`src/rtl/sound_pkg.sv`:
```
// Shared types, note timing table and jingle ROM for the Simon speaker arbiter.
package sound_pkg;

  localparam int unsigned CODE_W = 3;
  localparam int unsigned HALF_W = 11;
  localparam int unsigned NOTES  = 4;
  localparam int unsigned IDX_W  = 2;
  localparam int unsigned PEND_W = 3;

  typedef logic [CODE_W-1:0] note_code_t;
  typedef note_code_t [NOTES-1:0] jingle_t;

  typedef enum logic [2:0] {
    SRC_NONE = 3'd0,
    SRC_BTN  = 3'd1,
    SRC_HS   = 3'd2,
    SRC_WIN  = 3'd3,
    SRC_LOSE = 3'd4
  } src_t;

  typedef enum logic [1:0] {
    ST_IDLE   = 2'd0,
    ST_TONE   = 2'd1,
    ST_JINGLE = 2'd2
  } state_t;

  // Element 0 is the first note played.
  localparam jingle_t JINGLE_WIN  = {3'd7, 3'd7, 3'd6, 3'd5};
  localparam jingle_t JINGLE_LOSE = {3'd1, 3'd1, 3'd2, 3'd3};
  localparam jingle_t JINGLE_HS   = {3'd5, 3'd7, 3'd5, 3'd7};

  // Half-period of a note in prescaler ticks; 0 for a rest.
  function automatic logic [HALF_W-1:0] half_period(input note_code_t code);
    case (code)
      3'd1:    half_period = 11'd1776;
      3'd2:    half_period = 11'd1493;
      3'd3:    half_period = 11'd1185;
      3'd4:    half_period = 11'd888;
      3'd5:    half_period = 11'd747;
      3'd6:    half_period = 11'd593;
      3'd7:    half_period = 11'd498;
      default: half_period = 11'd0;
    endcase
  endfunction

  function automatic jingle_t jingle_rom(input src_t src);
    case (src)
      SRC_WIN:  jingle_rom = JINGLE_WIN;
      SRC_LOSE: jingle_rom = JINGLE_LOSE;
      SRC_HS:   jingle_rom = JINGLE_HS;
      default:  jingle_rom = '0;
    endcase
  endfunction

  // Owner as {lose,win,hs,button}.
  function automatic logic [3:0] src_onehot(input src_t src);
    case (src)
      SRC_BTN:  src_onehot = 4'b0001;
      SRC_HS:   src_onehot = 4'b0010;
      SRC_WIN:  src_onehot = 4'b0100;
      SRC_LOSE: src_onehot = 4'b1000;
      default:  src_onehot = 4'b0000;
    endcase
  endfunction

  // Pending-flag bit of a jingle owner as {lose,win,hs}.
  function automatic logic [PEND_W-1:0] src_pend_mask(input src_t src);
    case (src)
      SRC_HS:   src_pend_mask = 3'b001;
      SRC_WIN:  src_pend_mask = 3'b010;
      SRC_LOSE: src_pend_mask = 3'b100;
      default:  src_pend_mask = 3'b000;
    endcase
  endfunction

endpackage

```
`src/rtl/tone_gen.sv`:
```
// Square-wave generator: prescaler ticks count out the half-period of the current note.
module tone_gen
  import sound_pkg::*;
#(
  parameter int unsigned HALF_DIV = 64
) (
  input  logic       clk,
  input  logic       rst,
  input  logic       restart,
  input  note_code_t code,
  output logic       spk
);

  localparam int unsigned PRE_W = (HALF_DIV > 1) ? $clog2(HALF_DIV) : 1;
  localparam logic [PRE_W-1:0] PRE_LAST = PRE_W'(HALF_DIV - 1);

  logic [PRE_W-1:0]  pre_q, pre_d;
  logic [HALF_W-1:0] half_q, half_d;
  logic [HALF_W-1:0] half_last;
  logic              spk_q, spk_d;

  always_ff @(posedge clk) begin
    if (rst) begin
      pre_q  <= '0;
      half_q <= '0;
      spk_q  <= 1'b0;
    end else begin
      pre_q  <= pre_d;
      half_q <= half_d;
      spk_q  <= spk_d;
    end
  end

  // A rest holds everything at zero, same as a restart.
  always_comb begin
    pre_d     = pre_q;
    half_d    = half_q;
    spk_d     = spk_q;
    half_last = half_period(code) - 11'd1;
    if (restart || (code == '0)) begin
      pre_d  = '0;
      half_d = '0;
      spk_d  = 1'b0;
    end else if (pre_q == PRE_LAST) begin
      pre_d = '0;
      if (half_q == half_last) begin
        half_d = '0;
        spk_d  = ~spk_q;
      end else begin
        half_d = half_q + 11'd1;
      end
    end else begin
      pre_d = pre_q + PRE_W'(1);
    end
  end

  assign spk = spk_q;

endmodule

```
`src/rtl/sound_arbiter.sv`:
```
// Shares the speaker between the button echo and the WIN/LOSE/HS jingles by fixed priority.
module sound_arbiter
  import sound_pkg::*;
#(
  parameter int unsigned HALF_DIV    = 64,
  parameter int unsigned NOTE_CYCLES = 7500000
) (
  input  logic       clk,
  input  logic       rst,
  input  logic       tone_req,
  input  logic [1:0] tone_sel,
  input  logic       win_req,
  input  logic       lose_req,
  input  logic       hs_req,
  output logic       spk,
  output logic [3:0] active,
  output logic       busy
);

  localparam int unsigned NCNT_W = (NOTE_CYCLES > 1) ? $clog2(NOTE_CYCLES) : 1;
  localparam logic [NCNT_W-1:0] NOTE_LAST = NCNT_W'(NOTE_CYCLES - 1);
  localparam logic [IDX_W-1:0]  IDX_LAST  = IDX_W'(NOTES - 1);

  state_t            state_q, state_d;
  src_t              owner_q, owner_d;
  src_t              top_src;
  logic [IDX_W-1:0]  idx_q, idx_d;
  logic [NCNT_W-1:0] cnt_q, cnt_d;
  logic [PEND_W-1:0] pend_q, pend_d;
  logic [PEND_W-1:0] req_vec, playing, pend_clr;
  note_code_t        code_q, code_d;
  logic [3:0]        active_q;
  logic              busy_q;
  logic              restart;
  logic              launch;
  jingle_t           notes;

  always_ff @(posedge clk) begin
    if (rst) begin
      state_q  <= ST_IDLE;
      owner_q  <= SRC_NONE;
      idx_q    <= '0;
      cnt_q    <= '0;
      pend_q   <= '0;
      code_q   <= '0;
      active_q <= '0;
      busy_q   <= 1'b0;
    end else begin
      state_q  <= state_d;
      owner_q  <= owner_d;
      idx_q    <= idx_d;
      cnt_q    <= cnt_d;
      pend_q   <= pend_d;
      code_q   <= code_d;
      active_q <= src_onehot(owner_d);
      busy_q   <= (state_d == ST_JINGLE) | (|pend_d);
    end
  end

  always_comb begin
    state_d  = state_q;
    owner_d  = owner_q;
    idx_d    = idx_q;
    cnt_d    = cnt_q;
    code_d   = code_q;
    restart  = 1'b0;
    launch   = 1'b0;
    pend_clr = '0;
    notes    = '0;

    if (pend_q[2])      top_src = SRC_LOSE;
    else if (pend_q[1]) top_src = SRC_WIN;
    else if (pend_q[0]) top_src = SRC_HS;
    else                top_src = SRC_NONE;

    // Enum order is priority order, so one compare covers both idle and preemption.
    case (state_q)
      ST_IDLE: begin
        if (top_src != SRC_NONE) begin
          launch = 1'b1;
        end else if (tone_req) begin
          state_d = ST_TONE;
          owner_d = SRC_BTN;
          code_d  = {1'b0, tone_sel} + 3'd1;
          restart = 1'b1;
        end
      end
      ST_TONE: begin
        if (top_src != SRC_NONE) begin
          launch = 1'b1;
        end else if (!tone_req) begin
          state_d = ST_IDLE;
          owner_d = SRC_NONE;
          code_d  = '0;
          restart = 1'b1;
        end else begin
          code_d  = {1'b0, tone_sel} + 3'd1;
          restart = (code_d != code_q);
        end
      end
      ST_JINGLE: begin
        if (top_src > owner_q) begin
          launch = 1'b1;
        end else if (cnt_q == NOTE_LAST) begin
          if (idx_q == IDX_LAST) begin
            if (top_src != SRC_NONE) begin
              launch = 1'b1;
            end else begin
              state_d = ST_IDLE;
              owner_d = SRC_NONE;
              idx_d   = '0;
              cnt_d   = '0;
              code_d  = '0;
              restart = 1'b1;
            end
          end else begin
            notes   = jingle_rom(owner_q);
            idx_d   = idx_q + IDX_W'(1);
            cnt_d   = '0;
            code_d  = notes[idx_d];
            restart = 1'b1;
          end
        end else begin
          cnt_d = cnt_q + NCNT_W'(1);
        end
      end
      default: begin
        state_d = ST_IDLE;
        owner_d = SRC_NONE;
        code_d  = '0;
        restart = 1'b1;
      end
    endcase

    if (launch) begin
      notes    = jingle_rom(top_src);
      state_d  = ST_JINGLE;
      owner_d  = top_src;
      idx_d    = '0;
      cnt_d    = '0;
      code_d   = notes[0];
      restart  = 1'b1;
      pend_clr = src_pend_mask(top_src);
    end
  end

  // Requests for the jingle already playing or already pending are dropped.
  always_comb begin
    req_vec = {lose_req, win_req, hs_req};
    playing = (state_q == ST_JINGLE) ? src_pend_mask(owner_q) : '0;
    pend_d  = (pend_q & ~pend_clr) | (req_vec & ~pend_q & ~playing);
  end

  tone_gen #(
    .HALF_DIV(HALF_DIV)
  ) u_tone_gen (
    .clk    (clk),
    .rst    (rst),
    .restart(restart),
    .code   (code_d),
    .spk    (spk)
  );

  assign active = active_q;
  assign busy   = busy_q;

endmodule

```
`config.mk`:
```
export PLATFORM = sky130hd
export DESIGN_NAME = sound_arbiter
export DESIGN_NICKNAME = d
export VERILOG_FILES = /design/src/rtl/sound_pkg.sv /design/src/rtl/tone_gen.sv /design/src/rtl/sound_arbiter.sv
export SDC_FILE = /design/constraint.sdc
export NUM_CORES = 1
export LEC_CHECK = 0
export ABC_AREA = 0
export CAP_MARGIN = 20
export CORE_ASPECT_RATIO = 1.4
export CORE_UTILIZATION = 55
export DETAILED_ROUTE_END_ITERATION = 10
export GPL_ROUTABILITY_DRIVEN = 0
export HOLD_SLACK_MARGIN = 0.08
export PLACE_DENSITY = 0.77
export REMOVE_ABC_BUFFERS = 1
export SYNTH_ARGS = -nofsm -noshare
export SYNTH_HDL_FRONTEND = slang
export SYNTH_SLANG_ARGS = --single-unit
export TNS_END_PERCENT = 50
```
`constraint.sdc`:
```
create_clock -name clk -period 12.8 [get_ports clk]
set_clock_uncertainty 0.2 [all_clocks]
set_input_delay 3.84 -clock clk [delete_from_list [all_inputs] [get_ports clk]]
set_output_delay 3.84 -clock clk [all_outputs]
set_load 0.05 [all_outputs]
```
=== Word-level counts from Yosys, hierarchy flattened ===
Index checks and enable logic that the tools add are counted.

* Input bits: 8
* Output and inout bits: 6
* Register bits: 59

* Equality and inequality tests: 27
* Order comparisons: 2
* Mux-type cells: 68
* Bitwise logic cells: 10
* Reduce and logical (&&, ||, !) cells: 12
* Add/sub/neg operators: 6

{| class="wikitable"
|+ Operators by type and width
! kind !! count
|-
| one-hot mux 11 bit (7 select lines) || 1
|-
| 2-to-1 mux 23 bit || 3
|-
| 2-to-1 mux 3 bit || 22
|-
| 2-to-1 mux 12 bit || 4
|-
| one-hot mux 3 bit (3 select lines) || 5
|-
| one-hot mux 12 bit (3 select lines) || 1
|-
| 2-to-1 mux 2 bit || 13
|-
| equality test 3 x 2 -> 1 bit (second input constant) || 8
|-
| adder 23 x 1 -> 23 bit (second input constant) || 1
|-
| equality test 23 bit (second input constant) || 1
|-
| equality test 3 bit (second input constant) || 7
|-
| one-hot mux 4 bit (4 select lines) || 1
|-
| 2-to-1 mux 1 bit || 13
|-
| adder 11 x 1 -> 11 bit (second input constant) || 1
|-
| equality test 11 bit || 1
|-
| 2-to-1 mux 11 bit || 1
|-
| subtractor 11 x 1 -> 11 bit (second input constant) || 1
|-
| AND 3 bit || 3
|-
| NOT 3 bit || 3
|-
| adder 6 x 1 -> 6 bit (second input constant) || 1
|-
| binary-select mux 3 bit (select 2 bit) || 1
|-
| equality test 2 bit (second input constant) || 3
|-
| equality test 3 x 1 -> 1 bit (second input constant) || 2
|-
| equality test 6 bit (second input constant) || 1
|-
| other kinds (23) || 27
|}

=== Logic depth before layout (Yosys ltp) ===
Gate-level depths: netlist of the first run.

* Depth after elaboration: 18
* Depth in mapped cells: 22
* Mapped depth without buffers: 19

=== By module ===
Synthesis of the first run repeated with hierarchy kept, for this count alone.

* Cell total of the unflattened synthesis: 461
* Area, all modules: 3676.0 µm²

{| class="wikitable"
|+ By module, submodules not included
! module !! cells each !! times used !! area each (µm²) !! sequential area each (µm²)
|-
| sound_arbiter || 314 || 1 || 2529.9 || 820.8
|-
| tone_gen || 147 || 1 || 1146.1 || 360.3
|}

=== Least setup slack after synthesis of the first run ===
Ideal clock, no wire load.

* Kind: in2reg
* Start: input tone_req
* End: register u_tone_gen.spk_q, in the netlist u_tone_gen.spk
* Setup slack: 5.425 ns
* Arrival time: 7.104 ns
* Library setup time: 0.072 ns
* Data required time: 12.528 ns
* Cell stages on the path: 19
* Cell sequence: clkbuf_1 > inv_1 > a21oi_1 > o2111a_1 > a32oi_1 > o21a_1 > or2_1 > buf_2 > nand2_1 > xnor2_1 > ha_1 > clkbuf_1 > xnor2_1 > and2_1 > nor2_1 > nor4b_2 > nand4_2 > nor4_4 > mux2i_1

* Longest elaborated chain between the ends: 9

{| class="wikitable"
|+ RTL lines
! element !! line !! source
|-
| from (decl) || sound_arbiter.sv:10 || <nowiki>input logic tone_req,</nowiki>
|-
| 2-to-1 mux 3 bit (on tied branches) || sound_arbiter.sv:91, sound_arbiter.sv:81 ||
|-
| 2-to-1 mux 3 bit (on tied branches) || sound_arbiter.sv:89, sound_arbiter.sv:79 ||
|-
| one-hot mux 3 bit (3 select lines) || sound_arbiter.sv:77 || <nowiki>case (state_q)</nowiki>
|-
| 2-to-1 mux 3 bit || sound_arbiter.sv:135 || <nowiki>if (launch) begin</nowiki>
|-
| equality test 3 bit, or another cell as far along || sound_pkg.sv:34 || <nowiki>case (code)</nowiki>
|-
| one-hot mux 11 bit (7 select lines) || sound_pkg.sv:34 ||
|-
| subtractor 11 x 1 -> 11 bit || tone_gen.sv:39 || <nowiki>half_last = half_period(code) - 11'd1;</nowiki>
|-
| equality test 11 bit || tone_gen.sv:46 || <nowiki>if (half_q == half_last) begin</nowiki>
|-
| AND reduction 2 bit (no line) || n/a ||
|-
| to (signal assigned) || tone_gen.sv:30 || <nowiki>spk_q <= spk_d;</nowiki>
|-
| to (decl) || tone_gen.sv:20 || <nowiki>logic spk_q, spk_d;</nowiki>
|}

Parallel ways exist; a longest one is shown, timed or not.
A chain may end at the register's enable or synchronous reset.

=== Worst setup path after layout of the first run ===
Ends and elaborated chain as after synthesis.

==> results of run 1 <==
[area by class of cell]
type,count,area share (%)
clock buffers,15,5.05
clock inverters,1,0.135
inverters,10,1.02
multi-input cells,330,55.9
flip-flops and latches,59,32.0
well taps,70,2.37
repair buffers,13,3.52
[worst max-delay path, stage by stage]
cell,delay [ps]
clkdlybuf4s50_1,640
inv_1,100
a21oi_1,180
o2111a_1,190
a32oi_1,50
o21a_1,210
or2_1,380
nand2_1,180
xnor2_1,140
ha_1,310
xnor2_1,190
and2_1,180
nor2_1,50
nor4b_2,320
nand4_2,150
nor4_4,440
mux2i_1,240
[registers in the layout, summed over array words and instances, names as in the netlist]
| name | count |
|---|---|
| active | 4 |
| busy | 1 |
| cnt_q | 23 |
| code_q | 3 |
| idx_q | 2 |
| owner_q | 3 |
| pend_q | 3 |
| state_q | 2 |
| u_tone_gen.half_q | 11 |
| u_tone_gen.pre_q | 6 |
| u_tone_gen.spk | 1 |
[routing by layer]
| metal | GRT usage [%] | vias to the layer above | share of wire (%) |
|---|---|---|---|
| met4 | 12.0 | 0 | 2.3 |
| met2 | 37.3 | 68 | 47 |
| met5 | 0 | - | 0 |
| li1 | - | 1503 | - |
| met1 | 29.2 | 1353 | 47 |
| met3 | 6.40 | 15 | 4.1 |
[how the worst min path moves through the flow]
stage          cells after the start                        endpoint
2_1_floorplan                      1  u_tone_gen.pre_q[0]$_SDFF_PP0_
3_3_place_gp                       1  u_tone_gen.pre_q[0]$_SDFF_PP0_
3_5_place_dp                       1  u_tone_gen.pre_q[0]$_SDFF_PP0_
4_1_cts                            1  u_tone_gen.pre_q[0]$_SDFF_PP0_
5_1_grt                            1  u_tone_gen.pre_q[0]$_SDFF_PP0_
6_report                           1  u_tone_gen.pre_q[0]$_SDFF_PP0_
[cell families after synthesis]
| family | Yosys count | synth area share, % |
|---|---|---|
| muxes | 4 | 1.19 |
| DFF | 59 | 35.0 |
| xor gates and xnor gates | 41 | 10.6 |
| and+or+nand+nor | 204 | 31.2 |
| adders and majority gates | 9 | 3.30 |
| buffers and inverters | 26 | 3.67 |
| AOI/OAI and AO/OA | 72 | 14.9 |
[stage by stage]
step,cell area (um^2),setup WS (ps)
2_1_floorplan,3290,5670
3_3_place_gp,3500,4850
3_5_place_dp,3500,4710
4_1_cts,3690,5100
5_1_grt,3690,4720
6_report,3690,5070
[cells in the mapped netlist (3+ instances only)]
| cell type | count | area share [%] |
|---|---|---|
| a211oi_1 | 3 | 0.67 |
| a21oi_1 | 19 | 2.8 |
| a31oi_1 | 5 | 0.93 |
| a32oi_1 | 4 | 1.0 |
| and2_1 | 3 | 0.56 |
| and3_1 | 12 | 2.2 |
| and4_1 | 5 | 1.3 |
| buf_2 | 3 | 0.45 |
| buf_6 | 3 | 1.0 |
| clkbuf_1 | 10 | 1.1 |
| dfxtp_1 | 59 | 35 |
| ha_1 | 8 | 3.0 |
| inv_1 | 10 | 1.1 |
| mux2i_1 | 4 | 1.2 |
| nand2_1 | 36 | 4.0 |
| nand2b_1 | 6 | 1.1 |
| nand3_1 | 21 | 3.1 |
| nand4_1 | 12 | 2.2 |
| nor2_1 | 62 | 6.9 |
| nor2b_1 | 3 | 0.56 |
| nor3_1 | 20 | 3.0 |
| o211ai_1 | 3 | 0.67 |
| o21a_1 | 3 | 0.67 |
| o21ai_0 | 9 | 1.3 |
| or3_1 | 6 | 1.1 |
| xnor2_1 | 16 | 4.2 |
| xor2_1 | 25 | 6.5 |
[where the power goes]
part | switching [uW] | internal (uW) | leakage, uW
clock network | 69.3 | 91.2 | 0.0000997
registers | 12.7 | 193 | 0.000478
logic | 123 | 71.4 | 0.000764
==> reports/metrics.csv, run 1 <==
metric;value;unit
status;finished, final reports clean;
num_io_pins;14;
seq_area_frac_synth;35.0;%
hp-class;reg2reg;
postCtsHoldBufs;0;
fin_crit;7730;ps
first_pass_iters;5;
drt_iter0_markers;193;
vias;2939;
n_antenna_cell;0;
antenna_left;0;
ys.warnings.count;0;
overflow;0;
critPathKind;in2reg;
syn_area;3370;um^2
cts_root_buf;clkbuf_8;
crit_path_end_kind;flip-flop;
worst-r2r-cell-count;19;
worstReg2RegEnd;u_tone_gen.spk$_SDFFE_PP0P_;
slew_headroom;47.5;%
start_util;57.1;%
place_inst;482;
area_growth;9.57;%
synth_seq_cells;59;
final-max-slew-violation-count;0;
final_common_cell;nor2_1;
clkTransAtPathRegs;60;ps
fin_util;62.6;%
rows;33;
synth.distinct_cells;63;
p_leak;0.00134;uW
drcViolationCount;0;
nFillCells;515;
setup_violations;0;
fmax;129;MHz
required;12870;ps
io_buffers;13;
min_from;u_tone_gen.pre_q[0]$_SDFF_PP0_;
r2r-start;pend_q[2]$_SDFF_PP0_;
startpoint;tone_req;
post-route-period-util;60.4;%
die_w;68.2;um
core_area;5900;um^2
grt_pass1_vias;2676;
max_cap_viol_count;0;
rrSetupSlack;7890;ps
multi_input_area;2070;um^2
grt_pass1_wl;11.7;mm
finalPower;561;uW
seqCellArea;1180;um^2
layout-drive-gt1-share;6.78;%
dpl.hpwl;5.27;mm
tightest_slew;787;ps
worstPathArrival;7800;ps
grt_use_total;23.8;%
post_cts_buffers;0;
rsz0062_at_grt;false;
grt_max_degree;22;
holdWs;248;ps
routed_wl;7.18;mm
cp-endpoint;u_tone_gen.spk$_SDFFE_PP0P_;
ir_drop;0.110;mV
dieArea;6450;um^2
crit_path_max_fanout;12;
syn_area_per_cell;8.13;um^2
mostFrequentLayoutCells;62 x nor2_1, 59 x dfxtp_1, 36 x nand2_1;
wl_per_cell;14.4;um
cts_htree_levels;3;
start_kind;primary input;
cts.sinks;59;
die_h;94.6;um
clk_latency;350;ps
synth_edf_count;0;
post_layout_nonfiller_instances;498;
numCtsBuffers;9;
antenna_found_initial;0;
clock_path_buffers;2;
vias_per_cell;5.90;
power_density;152;nW/um^2
setup_tns;0;ps
ys.flop_type;dfxtp_1;
hold_viol;0;
syn_inst;415;
post_cts_resized;0;
async_flop_share;0;%
nNetsFinal;439;
tritoncts;yes;
Power figures use the tool's default switching activity.
==> run 2, diff against run 1 <==
clock period = 7.88 ns   (was 12.8 ns; I/O delays follow)
==> reports/metrics.csv, run 2 (synthesis results as in run 1) <==
metric;value;unit;change
holdWs;245;ps;was 248 ps
startpoint;tone_req;;unchanged
clock_path_buffers;2;;unchanged
wl_per_cell;14.6;um;was 14.4 um
n_antenna_cell;0;;unchanged
num_io_pins;14;;unchanged
rows;33;;unchanged
hold_viol;0;;unchanged
fmax;159;MHz;
slew_headroom;47.0;%;was 47.5%
max_cap_viol_count;0;;unchanged
numCtsBuffers;9;;unchanged
mostFrequentLayoutCells;62 x nor2_1, 59 x dfxtp_1, 36 x nand2_1;;unchanged
die_h;94.6;um;unchanged
cts_htree_levels;3;;unchanged
hp-class;reg2reg;;unchanged
critical_path.cell_chain;clkdlybuf4s50_1 -> nor2b_1 -> o21ai_1 -> o2111a_1 -> a32oi_1 -> o21a_1 -> or2_1 -> nand2_1 -> xnor2_1 -> ha_1 -> xnor2_1 -> and2_1 -> nor2_1 -> nor4b_2 -> nand4_2 -> nor4_4 -> mux2i_1;;was clkdlybuf4s50_1 -> inv_1 -> a21oi_1 -> o2111a_1 -> a32oi_1 -> o21a_1 -> or2_1 -> nand2_1 -> xnor2_1 -> ha_1 -> xnor2_1 -> and2_1 -> nor2_1 -> nor4b_2 -> nand4_2 -> nor4_4 -> mux2i_1
clkTransAtPathRegs;60;ps;about the same
antenna_left;0;;unchanged
dp_slack;1290;ps;was 4710 ps
grt_use_total;24.5;%;was 23.8%
worst-r2r-cell-count;18;;was 19
post_cts_resized;0;;unchanged
cts.sinks;59;;unchanged
nNetsFinal;439;;unchanged
tritoncts;yes;;unchanged
r2r-start;pend_q[1]$_SDFF_PP0_;;was pend_q[2]$_SDFF_PP0_
regMostFlops;cnt_q;;unchanged
fin_crit;6270;ps;
setup_tns;0;ps;unchanged
post_cts_buffers;0;;unchanged
finalPower;883;uW;was 561 uW
ir_drop;0.178;mV;was 0.110 mV
min_from;u_tone_gen.pre_q[0]$_SDFF_PP0_;;unchanged
drcViolationCount;0;;unchanged
io_buffers;13;;unchanged
cts_root_buf;clkbuf_8;;unchanged
rrSetupSlack;2980;ps;was 7890 ps
vias_per_cell;5.98;;was 5.90
area_growth;8.65;%;was 9.57%
vias;2971;;was 2,939
setup_violations;0;;unchanged
slowest_stage;clkdlybuf4s50_1;;unchanged
timing.critical_path.mode_cell;xnor2_1;;unchanged
critPathBufInv;1;;was 2
holdPathEnd;u_tone_gen.pre_q[0]$_SDFF_PP0_;;unchanged
crit_path_end_kind;flip-flop;;unchanged
layout-drive-gt1-share;6.56;%;was 6.78%
post-route-period-util;79.6;%;
grt_max_degree;22;;unchanged
worstReg2RegEnd;u_tone_gen.spk$_SDFFE_PP0P_;;unchanged
rsz0062_at_grt;false;;unchanged
core_area;5900;um^2;unchanged
die_w;68.2;um;unchanged
start_kind;primary input;;unchanged
dpl.hpwl;5.35;mm;was 5.27 mm
dieArea;6450;um^2;unchanged
required;7950;ps;was 12,870 ps
routed_wl;7.26;mm;was 7.18 mm
drt_iter0_markers;213;;was 193
power_density;241;nW/um^2;was 152 nW/um^2
crit_path_max_fanout;12;;unchanged
final-max-slew-violation-count;0;;unchanged
tightest_slew;795;ps;was 787 ps
worstPathArrival;6340;ps;was 7800 ps
largest_register_ffs;23;;unchanged
first_pass_iters;4;;was 5
status;finished, final reports clean;;unchanged
p_leak;0.00133;uW;was 0.00134 uW
grt_pass1_vias;2698;;was 2,676
final_common_cell;nor2_1;;unchanged
reg.largest.list;cnt_q x23, u_tone_gen.half_q x11, u_tone_gen.pre_q x6;;unchanged
start_util;57.1;%;unchanged
antenna_found_initial;0;;unchanged
overflow;0;;unchanged
min_path_cells;1;;unchanged
setup_slack;1610;ps;was 5070 ps
critPathKind;in2reg;;unchanged
path_delay_family;simple AND/OR/NAND/NOR gates;;unchanged
grt_pass1_wl;12.1;mm;was 11.7 mm
critPathMaxStageDelay;560;ps;was 640 ps
postCtsHoldBufs;0;;unchanged
clk_latency;350;ps;about the same
[run 2: routing by layer]
layer	part of all wire [%]	wire, um	vias up	global-route usage, %
li1	-	-	1498	-
met1	45	3280	1382	30.8
met2	48	3500	78	38.9
met4	1.9	136	0	10.6
met3	4.8	346	13	5.92
met5	0	0	-	0
[run 2: through the flow]
stage	cell area [um^2]	cells	utilization [%]
after floorplan	3290	399	-
after global placement	3500	482	59.3
after detailed placement	3500	482	59.3
after CTS	3660	497	62.0
after global routing	3660	497	62.0
final	3660	497	62.0
[run 2: how the worst max path moves through the flow]
stage	endpoint	slack [ps]	cells past startpoint
3_5_place_dp	u_tone_gen.spk$_SDFFE_PP0P_	1290	17
5_1_grt	u_tone_gen.spk$_SDFFE_PP0P_	1230	17
2_1_floorplan	u_tone_gen.spk$_SDFFE_PP0P_	2230	14
6_report	u_tone_gen.spk$_SDFFE_PP0P_	1610	17
3_3_place_gp	u_tone_gen.spk$_SDFFE_PP0P_	1400	17
4_1_cts	u_tone_gen.spk$_SDFFE_PP0P_	1630	17
[run 2: power by group]
part	leakage (uW)	internal [uW]	switching, uW
combinational	0.000764	116	199
sequential	0.000478	314	20.5
clock	0.0000860	119	114
[run 2: cell type report]
class | count | area (um^2)
Sequential cell | 59 | 1180
Tap cell | 70 | 87.6
Clock buffer | 12 | 145
Timing Repair Buffer | 13 | 130
Clock inverter | 3 | 15.0
Fill cell | 524 | 2240
Multi-Input combinational cell | 330 | 2070
Inverter | 10 | 37.5
==> run 3, diff against run 2 <==
clock period = 6.38 ns   (was 7.88 ns; I/O delays follow)
==> reports/metrics.csv, run 3 (synthesis results as in run 1) <==
metric;value;unit;change
status;finished, final reports clean;;unchanged
hp-class;reg2reg;;unchanged
rsz0062_at_grt;false;;unchanged
critPathKind;in2reg;;unchanged
die_h;94.6;um;unchanged
nNetsFinal;440;;was 439
cts.sinks;59;;unchanged
tightest_slew;784;ps;was 795 ps
routed_wl;7.42;mm;was 7.26 mm
wl_per_cell;14.9;um;was 14.6 um
regMostFlops;cnt_q;;unchanged
io_buffers;13;;unchanged
n_antenna_cell;0;;unchanged
grt_pass1_vias;2676;;was 2,698
critical_path.cell_chain;clkdlybuf4s50_1 -> nor2b_1 -> o21ai_1 -> o2111a_1 -> a32oi_1 -> o21a_1 -> or2_1 -> nand2_1 -> xnor2_1 -> ha_1 -> xnor2_1 -> and2_1 -> nor2_1 -> nor4b_2 -> nand4_2 -> nor4_4 -> mux2i_1;;unchanged
slew_headroom;47.7;%;was 47.0%
dieArea;6450;um^2;unchanged
drcViolationCount;0;;unchanged
rows;33;;unchanged
path_delay_family;simple AND/OR/NAND/NOR gates;;unchanged
setup_tns;0;ps;unchanged
seqCellArea;1180;um^2;unchanged
post-route-period-util;92.6;%;
min_path_cells;1;;unchanged
setup_slack;475;ps;was 1610 ps
hold_viol;0;;unchanged
timing.critical_path.mode_cell;xnor2_1;;unchanged
vias_per_cell;6.07;;was 5.98
critPathBufInv;1;;unchanged
critPathMaxStageDelay;630;ps;was 560 ps
post_cts_buffers;0;;unchanged
core_area;5900;um^2;unchanged
overflow;0;;unchanged
first_pass_iters;5;;was 4
required;6450;ps;was 7950 ps
cp.depth;17;;unchanged
ir_drop;0.208;mV;was 0.178 mV
post_cts_resized;0;;unchanged
start_kind;primary input;;unchanged
vias;3028;;was 2,971
clock_path_buffers;2;;unchanged
max_cap_viol_count;0;;unchanged
worstPathArrival;5970;ps;was 6340 ps
postCtsHoldBufs;0;;unchanged
final_common_cell;nor2_1;;unchanged
fmax;169;MHz;
antenna_found_initial;0;;unchanged
grt_max_degree;22;;unchanged
crit_path_max_fanout;12;;unchanged
largest_register_ffs;23;;unchanged
die_w;68.2;um;unchanged
dp_slack;204;ps;was 1290 ps
reg.largest.list;cnt_q x23, u_tone_gen.half_q x11, u_tone_gen.pre_q x6;;unchanged
clk_latency;350;ps;about the same
p_leak;0.00135;uW;was 0.00133 uW
nFillCells;518;;was 524
multi_input_area;2070;um^2;unchanged
final-max-slew-violation-count;0;;unchanged
drt_iter0_markers;199;;was 213
min_from;u_tone_gen.pre_q[0]$_SDFF_PP0_;;unchanged
startpoint;tone_req;;unchanged
crit_path_end_kind;flip-flop;;unchanged
power_density;310;nW/um^2;was 241 nW/um^2
grt_use_total;24.6;%;was 24.5%
area_growth;9.87;%;was 8.65%
worst-r2r-cell-count;18;;unchanged
antenna_left;0;;unchanged
r2r-start;pend_q[2]$_SDFF_PP0_;;was pend_q[1]$_SDFF_PP0_
mostFrequentLayoutCells;62 x nor2_1, 59 x dfxtp_1, 36 x nand2_1;;unchanged
setup_violations;0;;unchanged
slowest_stage;clkdlybuf4s50_1;;unchanged
cts_htree_levels;3;;unchanged
tritoncts;yes;;unchanged
dpl.hpwl;5.27;mm;was 5.35 mm
numCtsBuffers;9;;unchanged
num_io_pins;14;;unchanged
layout-drive-gt1-share;7.23;%;was 6.56%
clkTransAtPathRegs;60;ps;about the same
grt_pass1_wl;12.0;mm;was 12.1 mm
fin_crit;5910;ps;
start_util;57.1;%;unchanged
cts_root_buf;clkbuf_8;;unchanged
-- run 3: changes by cell type in the layout (fill, tap and decap cells not counted) --
cell,before,now
clkbuf_1,2,1
buf_4,0,1
clkinvlp_4,0,1
bufinv_16,0,1
-- run 3: per-stage QoR --
stage	area [um^2]	util, %	total power (uW)	hold WS (ps)	instances
floorplan	3290	-	714	213	399
global placement	3510	59.5	801	231	483
detailed placement	3510	59.5	809	241	483
CTS	3700	62.7	1140	252	499
global route	3700	62.7	1210	291	499
finish	3700	62.7	1150	249	499
-- run 3: final timing paths --
check                                         to  slack [ps]
hold reg to reg   u_tone_gen.pre_q[0]$_SDFF_PP0_         250
setup / recovery     u_tone_gen.spk$_SDFFE_PP0P_         470
hold / removal    u_tone_gen.pre_q[0]$_SDFF_PP0_         250
setup reg to reg     u_tone_gen.spk$_SDFFE_PP0P_        1540
-- run 3: per-layer routing --
layer	up-vias	part of all wire, %	global-route usage (%)	wire length (um)
li1	1509	-	-	-
met1	1425	45	29.8	3370
met2	80	48	39.5	3570
met3	14	4.2	6.28	309
met4	0	2.4	12.0	180
met5	-	0	0	0
-- run 3: layout make-up --
type                       instances  area share (%)
clock inverter                     5            1.42
inverter                          10            1.01
clock buffer                      11            3.82
sequential                        59            31.9
multi-input combinational        330            55.8
tap                               70            2.36
timing repair buffer              14            3.71
-- run 3: report_power, final --
| group | total, uW | switching, uW | internal (uW) | leakage, uW |
|---|---|---|---|---|
| combinational | 395 | 249 | 146 | 0.000769 |
| sequential | 413 | 24.9 | 388 | 0.000478 |
| clock | 340 | 151 | 189 | 0.0000991 |
-- run 3: worst reg2reg max path: cells and delay by family, from the launching register on --
kind,cells,cell delay (ps)
XOR/XNOR,2,440
adder cells (fa/ha/maj),3,930
multiplexers,1,250
buffers and inverters,1,100
flip-flops,1,390
AND/OR/NAND/NOR,10,2200
AO/OA/AOI/OAI,1,250
